**config.mk**
```make
export PLATFORM = sky130hd
export DESIGN_NAME = pos_order_accum
export DESIGN_NICKNAME = d
export VERILOG_FILES = /design/src/rtl/pos_order_accum.sv
export SDC_FILE = /design/constraint.sdc
export NUM_CORES = 1
export LEC_CHECK = 0
export CELL_PAD_IN_SITES_DETAIL_PLACEMENT = 0
export CELL_PAD_IN_SITES_GLOBAL_PLACEMENT = 1
export CORE_ASPECT_RATIO = 1.2
export CORE_MARGIN = 8
export CORE_UTILIZATION = 30
export DETAILED_ROUTE_END_ITERATION = 16
export GPL_ROUTABILITY_DRIVEN = 0
export MAX_ROUTING_LAYER = met4
export PLACE_DENSITY_LB_ADDON = 0.1
export SLEW_MARGIN = 10
export SYNTH_ARGS = -nofsm -noshare
export SYNTH_HDL_FRONTEND = slang
export SYNTH_SLANG_ARGS = --single-unit
```
**constraint.sdc**
```tcl
create_clock -name clk -period 8.6 [get_ports clk]
set_clock_uncertainty 0.05 [all_clocks]
set_input_delay 1.29 -clock clk [delete_from_list [all_inputs] [get_ports clk]]
set_output_delay 1.29 -clock clk [all_outputs]
set_load 0.01 [all_outputs]
```
**src/rtl/pos_order_accum.sv**
```systemverilog
// Order-total engine: writable price table plus per-item quantity counters,
// rescanned one item per cycle after every accepted change to produce a saturated total.
module pos_order_accum #(
  parameter int NUM_ITEMS = 8,
  parameter int PRICE_W   = 16,
  parameter int QTY_W     = 4,
  parameter int TOTAL_W   = 20,
  localparam int IDX_W    = $clog2(NUM_ITEMS)
) (
  input  logic               clk,
  input  logic               rst,
  input  logic               price_we,
  input  logic [IDX_W-1:0]   price_addr,
  input  logic [PRICE_W-1:0] price_data,
  input  logic               item_valid,
  input  logic [IDX_W-1:0]   item_idx,
  input  logic               item_remove,
  input  logic               clear,
  output logic [TOTAL_W-1:0] total,
  output logic               total_valid,
  output logic               total_ovf,
  output logic               busy,
  output logic [IDX_W:0]     num_lines,
  output logic               qty_sat
);

  localparam int PROD_W = QTY_W + PRICE_W;
  localparam int SUM_W  = ((PROD_W > TOTAL_W) ? PROD_W : TOTAL_W) + 1;

  typedef enum logic [1:0] {S_IDLE, S_SCAN, S_DONE} state_t;

  logic [PRICE_W-1:0] r_price [NUM_ITEMS];
  logic [QTY_W-1:0]   r_qty   [NUM_ITEMS];
  state_t             r_state;
  logic [IDX_W-1:0]   r_idx;
  logic [TOTAL_W-1:0] r_acc;
  logic               r_acc_ovf;
  logic [IDX_W:0]     r_lines;
  logic [TOTAL_W-1:0] r_total;
  logic               r_total_valid;
  logic               r_total_ovf;
  logic [IDX_W:0]     r_num_lines;
  logic               r_qty_sat;

  logic               w_price_ok;
  logic               w_item_ok;
  logic               w_change;
  logic [QTY_W-1:0]   w_qty_cur;
  logic [PROD_W-1:0]  w_prod;
  logic [SUM_W-1:0]   w_sum;
  logic               w_sum_ovf;
  logic [TOTAL_W-1:0] w_acc_next;
  logic               w_last;

  assign w_price_ok = price_we && ({1'b0, price_addr} < (IDX_W+1)'(NUM_ITEMS));
  assign w_item_ok  = item_valid && ({1'b0, item_idx} < (IDX_W+1)'(NUM_ITEMS));
  assign w_change   = w_price_ok || w_item_ok || clear;
  assign w_qty_cur  = r_qty[item_idx];

  // Once the sticky overflow is set the accumulator is pinned at all-ones.
  assign w_prod     = PROD_W'(r_qty[r_idx]) * PROD_W'(r_price[r_idx]);
  assign w_sum      = SUM_W'(r_acc) + SUM_W'(w_prod);
  assign w_sum_ovf  = |w_sum[SUM_W-1:TOTAL_W];
  assign w_acc_next = (r_acc_ovf || w_sum_ovf) ? '1 : w_sum[TOTAL_W-1:0];
  assign w_last     = (r_idx == IDX_W'(NUM_ITEMS - 1));

  always_ff @(posedge clk) begin
    if (rst) begin
      for (int unsigned i = 0; i < NUM_ITEMS; i++) begin
        r_price[i] <= '0;
        r_qty[i]   <= '0;
      end
      r_state       <= S_IDLE;
      r_idx         <= '0;
      r_acc         <= '0;
      r_acc_ovf     <= 1'b0;
      r_lines       <= '0;
      r_total       <= '0;
      r_total_valid <= 1'b1;
      r_total_ovf   <= 1'b0;
      r_num_lines   <= '0;
      r_qty_sat     <= 1'b0;
    end else begin
      r_qty_sat <= 1'b0;
      if (w_price_ok) r_price[price_addr] <= price_data;

      // Clear wins over a same-cycle item event; price writes are independent.
      if (clear) begin
        for (int unsigned i = 0; i < NUM_ITEMS; i++) r_qty[i] <= '0;
      end else if (w_item_ok) begin
        if (item_remove) begin
          if (w_qty_cur == '0) r_qty_sat <= 1'b1;
          else                 r_qty[item_idx] <= w_qty_cur - QTY_W'(1);
        end else begin
          if (w_qty_cur == '1) r_qty_sat <= 1'b1;
          else                 r_qty[item_idx] <= w_qty_cur + QTY_W'(1);
        end
      end

      if (w_change) begin
        r_state       <= S_SCAN;
        r_idx         <= '0;
        r_acc         <= '0;
        r_acc_ovf     <= 1'b0;
        r_lines       <= '0;
        r_total_valid <= 1'b0;
      end else begin
        case (r_state)
          S_SCAN: begin
            r_acc     <= w_acc_next;
            r_acc_ovf <= r_acc_ovf || w_sum_ovf;
            if (r_qty[r_idx] != '0) r_lines <= r_lines + (IDX_W+1)'(1);
            r_idx     <= r_idx + IDX_W'(1);
            if (w_last) r_state <= S_DONE;
          end
          S_DONE: begin
            r_total       <= r_acc;
            r_total_ovf   <= r_acc_ovf;
            r_num_lines   <= r_lines;
            r_total_valid <= 1'b1;
            r_state       <= S_IDLE;
          end
          default: r_state <= S_IDLE;
        endcase
      end
    end
  end

  assign total       = r_total;
  assign total_valid = r_total_valid;
  assign total_ovf   = r_total_ovf;
  assign busy        = (r_state != S_IDLE);
  assign num_lines   = r_num_lines;
  assign qty_sat     = r_qty_sat;

endmodule
```
; ---- After elaboration in Yosys (flattened, before gate mapping)
; Memories as Yosys holds them, arrays and structs flattened. A register that Yosys moved wholly into a read port is not among the register bits.
; Index checks and enable logic that the tools add are counted.
[classes]
n_eq_ne = 5
bitwise_logic = 12
reduce_logical = 14
addsub = 5
multipliers = 1
muxes = 48
[op_table]
columns = op, count
row1 = $mux W4, 10
row2 = $mux W1, 30
row3 = $add A20 B20 Y21, 1
row4 = $mul A4 B16 Y20, 1
row5 = $mux W20, 1
row6 = $mux W3, 6
row7 = $mux W16, 1
row8 = $reduce_or A16 Y1, 1
row9 = $or A1 B1 Y1, 9
row10 = $add A4 B1 Y4 const B, 2
row11 = $reduce_or A3 Y1, 2
row12 = $eq A4 B4 Y1 const B, 1
row13 = $logic_not A4 Y1, 1
row14 = $reduce_and A2 Y1, 2
row15 = $reduce_bool A2 Y1, 2
row16 = $reduce_bool A4 Y1, 1
row17 = $reduce_or A4 Y1, 1
row18 = $sub A4 B1 Y4 const B, 1
row19 = $add A3 B1 Y3 const B, 1
row20 = $eq A3 B3 Y1 const B, 1
row21 = $logic_or A1 B1 Y1, 3
row22 = $ne A3 B3 Y1 const B, 1
row23 = $not A1 Y1, 3
row24 = $eq A2 B1 Y1 const B, 1
row25 = other kinds (2), 2
[word_totals]
register_bits = 57
n_memories = 2
output_inout_bits = 28
ramBits = 160
inputBits = 28
wordCells = 98
[memory_table]
columns = name, words, word_bits, read_ports, rd_clocked_by_memory_dff, write_ports, line
row1 = r_price, 8, 16, 1, 1, 8, 32  ; logic [PRICE_W-1:0] r_price [NUM_ITEMS];
row2 = r_qty, 8, 4, 2, 1, 8, 33  ; logic [QTY_W-1:0] r_qty [NUM_ITEMS];

; ---- Longest topological paths before layout
; An unclocked memory read counts as a cell.
[depth]
word_depth = 11
depth_mapped = 21
ltp_nobuf = 17

; ---- Least setup slack after synthesis
; OpenSTA, ideal clock, no wires.
[synth_path]
kind = flip-flop to flip-flop
from = reg (tool-made name)
to = reg r_acc[19]
slack_ns = 3.088
path_stages_with_launch = 21
t_arrival_ns = 5.403
required_ns = 8.491
period_less_slack_ns = 5.512
n_path_buf = 4
cell_sequence = dfxtp_1 buf_2 buf_2 mux4_2 mux2i_1 clkbuf_1 nor2_1 fa_1 fa_1 inv_1 fa_1 inv_1 ha_1 and4_1 a21oi_1 a21oi_1 o211ai_1 nand3_1 mux2i_1 clkbuf_1 o221a_2
[synth_lines]
columns = element, line
row1 = "end signal, assigned", 110  ; r_acc <= w_acc_next;
row2 = "end, declared", 36  ; logic [TOTAL_W-1:0] r_acc;

==> results.sh <==
export IMPL_synthAdderAreaFrac=0.110
export IMPL_cts_htree_levels=1
export IMPL_rr_worst_depth=18
export IMPL_hold_violations=0
export IMPL_yosys_area_top_type="edfxtp_1"
export IMPL_yosys_warnings=0
export IMPL_worstSetupPathType="register to register"
export IMPL_synth_main_ff_cell="edfxtp_1"
export IMPL_r2r_slack_ns=2.22
export IMPL_outcome="complete, no violations"
export IMPL_antenna_found_initial=0
export IMPL_arrival_ns=6.76
export IMPL_grt_pass1_wl_mm=51.2
export IMPL_met3_length_um=922
export IMPL_ios=56
export IMPL_grt_usage=0.142
export IMPL_crit_chain="buf_4 -> mux4_2 -> mux2i_1 -> buf_4 -> nor2_1 -> fa_1 -> fa_1 -> inv_1 -> fa_1 -> inv_1 -> ha_1 -> o21ai_0 -> nor2_1 -> o21ai_0 -> o21ai_0 -> a211oi_1 -> xnor2_1 -> o221a_2"
export IMPL_tns_ns=0
export IMPL_met2_length_mm=17.2
export IMPL_place_area_sq_mm=0.0134
export IMPL_stdcell_count=1662
export IMPL_stdcell_area_sq_mm=0.0142
export IMPL_post_cts_resized=0
export IMPL_fp_dieH_um=237
export IMPL_worstMarginPinSlew_ns=1.18
export IMPL_crit_path_end_kind="register"
export IMPL_synthSimpleGateAreaFrac=0.163
export IMPL_n_antenna_cell=0
export IMPL_synth_most_common_cell="edfxtp_1"
export IMPL_dr_total_vias=7741
export IMPL_holdWs_ns=0.403
export IMPL_ir_worst_vdd_uv=121
export IMPL_nets=1213
export IMPL_slew_headroom=0.193
export IMPL_numCtsBuffers=25
export IMPL_synth_compound_area_frac=0.0747
export IMPL_postCtsHoldBufs=0
export IMPL_post_drt_wl_per_cell_um=19.7
export IMPL_die_w_um=201
export IMPL_drt_pre_antenna_iters=5
export IMPL_synth_top_area_frac=0.392
export IMPL_post_cts_buffers=0
export IMPL_p_clk_frac=0.408
export IMPL_start_util=0.302
export IMPL_period_share=0.742
export IMPL_p_sw_frac=0.249
export IMPL_yosysSeqAreaShare=0.490
export IMPL_hp_start="total[19]$_SDFFE_PP0P_"
export IMPL_fmaxAchievable_mhz=157
export IMPL_synth_seq_cells=220
export IMPL_rsz0062_at_grt="false"
export IMPL_synthTopCellsByCount="160 x edfxtp_1, 133 x and2_1, 107 x nor2_1"
export IMPL_grt_max_degree=41
export IMPL_leakagePower_nw=5.30
export IMPL_cts_root_buf="clkbuf_16"
export IMPL_cts_tree="done"
export IMPL_clockBufferDepth=3
export IMPL_hold_end="total[19]$_SDFFE_PP0P_"
export IMPL_post_route_drc_count=0
export IMPL_grt_pass1_vias=8196
export IMPL_whs_path_depth=2
export IMPL_cap_violations=0
export IMPL_row_count=81
export IMPL_top_layer="met4"
export IMPL_via_per_inst=4.66
export IMPL_syn_cell_area_sq_mm=0.0123
export IMPL_synth_mux_area_frac=0.102
export IMPL_area_growth_pct=16.1
export IMPL_ant_nets=0
export IMPL_dp_cells=1617
export IMPL_coreArea_sq_mm=0.0405
export IMPL_synth_fp_nets=1162
export IMPL_path_max_fanout=34
export IMPL_worstSkewPairLatency_ns=0.54
export IMPL_syn_area_per_cell_sq_um=11.6
export IMPL_dieArea_sq_mm=0.0476
export IMPL_power_mw=2.53
export IMPL_synth_edf_count=160
export IMPL_setup_viol=0
export IMPL_internal_power_mw=1.90
export IMPL_drtIter0Drc=403
export IMPL_drt_met1_wl_mm=14.1
export IMPL_cts_sinks=220
export IMPL_yosys_top_cells_area="edfxtp_1 39%, dfxtp_1 9.8%, mux4_2 7.7%"
export IMPL_drv_slew=0
export IMPL_required_ns=8.98
export IMPL_pwr_density_cell_mw_per_mm2=178
export IMPL_yosysUniqueCellTypes=63
export IMPL_synth_top_family_by_area="simple AND/OR/NAND/NOR gates"
export IMPL_seqPwrFrac=0.475
export IMPL_postSynthCellCount=1054
export IMPL_synth_xor_area_frac=0.0157
export IMPL_timing_rr_end="r_acc[19]$_SDFFE_PP0P_"
export IMPL_finalCriticalPeriod_ns=6.38
export IMPL_async_reset_ff_frac=0
export IMPL_slowest_stage="buf_4"
export IMPL_pwr_share_comb=0.117
export IMPL_slowest_delay_ns=0.62
export IMPL_grt_ovfl_total=0
export IMPL_hold_class="register to register"
export IMPL_cp_start_kind="register"
export IMPL_io_buffer_count=55
export IMPL_drt_total_wl_mm=32.8
export IMPL_dpl_hpwl_mm=22.9
export IMPL_layout_drive_gt1_share=0.144
export IMPL_clkTransAtPathRegs_ns=0.06
export IMPL_netSwitchingPower_mw=0.630
[metrics by stage]
step | setup slack (ns) | util
finish | 2.22 | 0.351
detailed placement | 2.12 | 0.331
floorplan | 3.09 | -
global route | 1.76 | 0.351
global placement | 2.24 | 0.331
CTS | 2.15 | 0.351
[worst max-delay path by stage]
stage,startpoint,endpoint,slack [ns],cells after the start
after floorplan,register,r_acc[19]$_SDFFE_PP0P_,3.09,20
after global placement,register,r_acc[19]$_SDFFE_PP0P_,2.24,18
after detailed placement,register,r_acc[19]$_SDFFE_PP0P_,2.12,18
after CTS,register,r_acc[19]$_SDFFE_PP0P_,2.15,18
after global routing,register,r_acc[19]$_SDFFE_PP0P_,1.76,18
final,register,r_acc[19]$_SDFFE_PP0P_,2.22,18
[cell type report]
cell class                 instances  area (sq um)
fill                            4071         26300
sequential                       220          6010
multi-input combinational        691          5710
clock buffer                      35           706
timing repair buffer              74           693
tap                              539           674
inverter                          93           349
clock inverter                    10          83.8
[metal layers]
layer	GRT usage	vias up
met5	-	-
met4	0.0315	0
met3	0.0193	34
met2	0.256	102
met1	0.168	3845
li1	-	3760
[cell families after synthesis]
group	after synthesis
mux	71
flops	220
buf+inv	143
compound gates	127
simple gates	391
fa+ha+maj	80
xor+xnor	22
[critical path, delay by kind of cell (launching register included)]
kind            cells  cell delay, ns
compound gates      5            1.49
xor+xnor            1            0.09
fa+ha+maj           4            1.92
buf+inv             4            1.01
flops               1            0.46
mux                 2            1.07
simple gates        2            0.16
[cell usage in the layout (no fill, tap or decap), types with 4 or more instances in the layout]
master,netlist,layout
mux4_2,42,42
nand2_1,78,78
a21o_1,6,6
mux2i_1,24,24
clkdlybuf4s50_1,0,55
and3_1,5,5
nor3_1,6,4
nor2b_1,7,7
nand2b_1,6,6
a31oi_1,4,4
xor2_1,7,7
clkinv_2,0,4
clkbuf_8,0,4
inv_1,93,93
clkbuf_16,0,25
edfxtp_1,160,160
a21oi_1,48,48
buf_4,0,19
nor2_1,107,107
o21ai_0,17,17
o211ai_1,4,4
o221a_2,20,20
xnor2_1,15,15
nand4_1,4,4
fa_1,46,46
dfxtp_1,60,58
clkbuf_1,37,4
nand3_1,11,11
nor2_2,8,8
or2_2,16,16
a211oi_1,4,4
and2_1,133,133
ha_1,34,34
[power groups by stage]
stage / clock network, mW / registers [mW] / logic [mW]
2_1_floorplan: 0 / 1.22 / 0.205
3_3_place_gp: 0 / 1.23 / 0.302
3_5_place_dp: 0 / 1.23 / 0.301
4_1_cts: 1.07 / 1.20 / 0.302
5_1_grt: 1.11 / 1.21 / 0.334
6_report: 1.03 / 1.20 / 0.295
[registers in the layout (all words and copies together), names as in the netlist, 2 cells and up, named ones only]
name / cells
r_acc: 20
r_state: 2
num_lines: 4
r_lines: 4
total: 20
r_qty: 32
r_idx: 3
r_price: 128
Power figures use the tool's default switching activity.
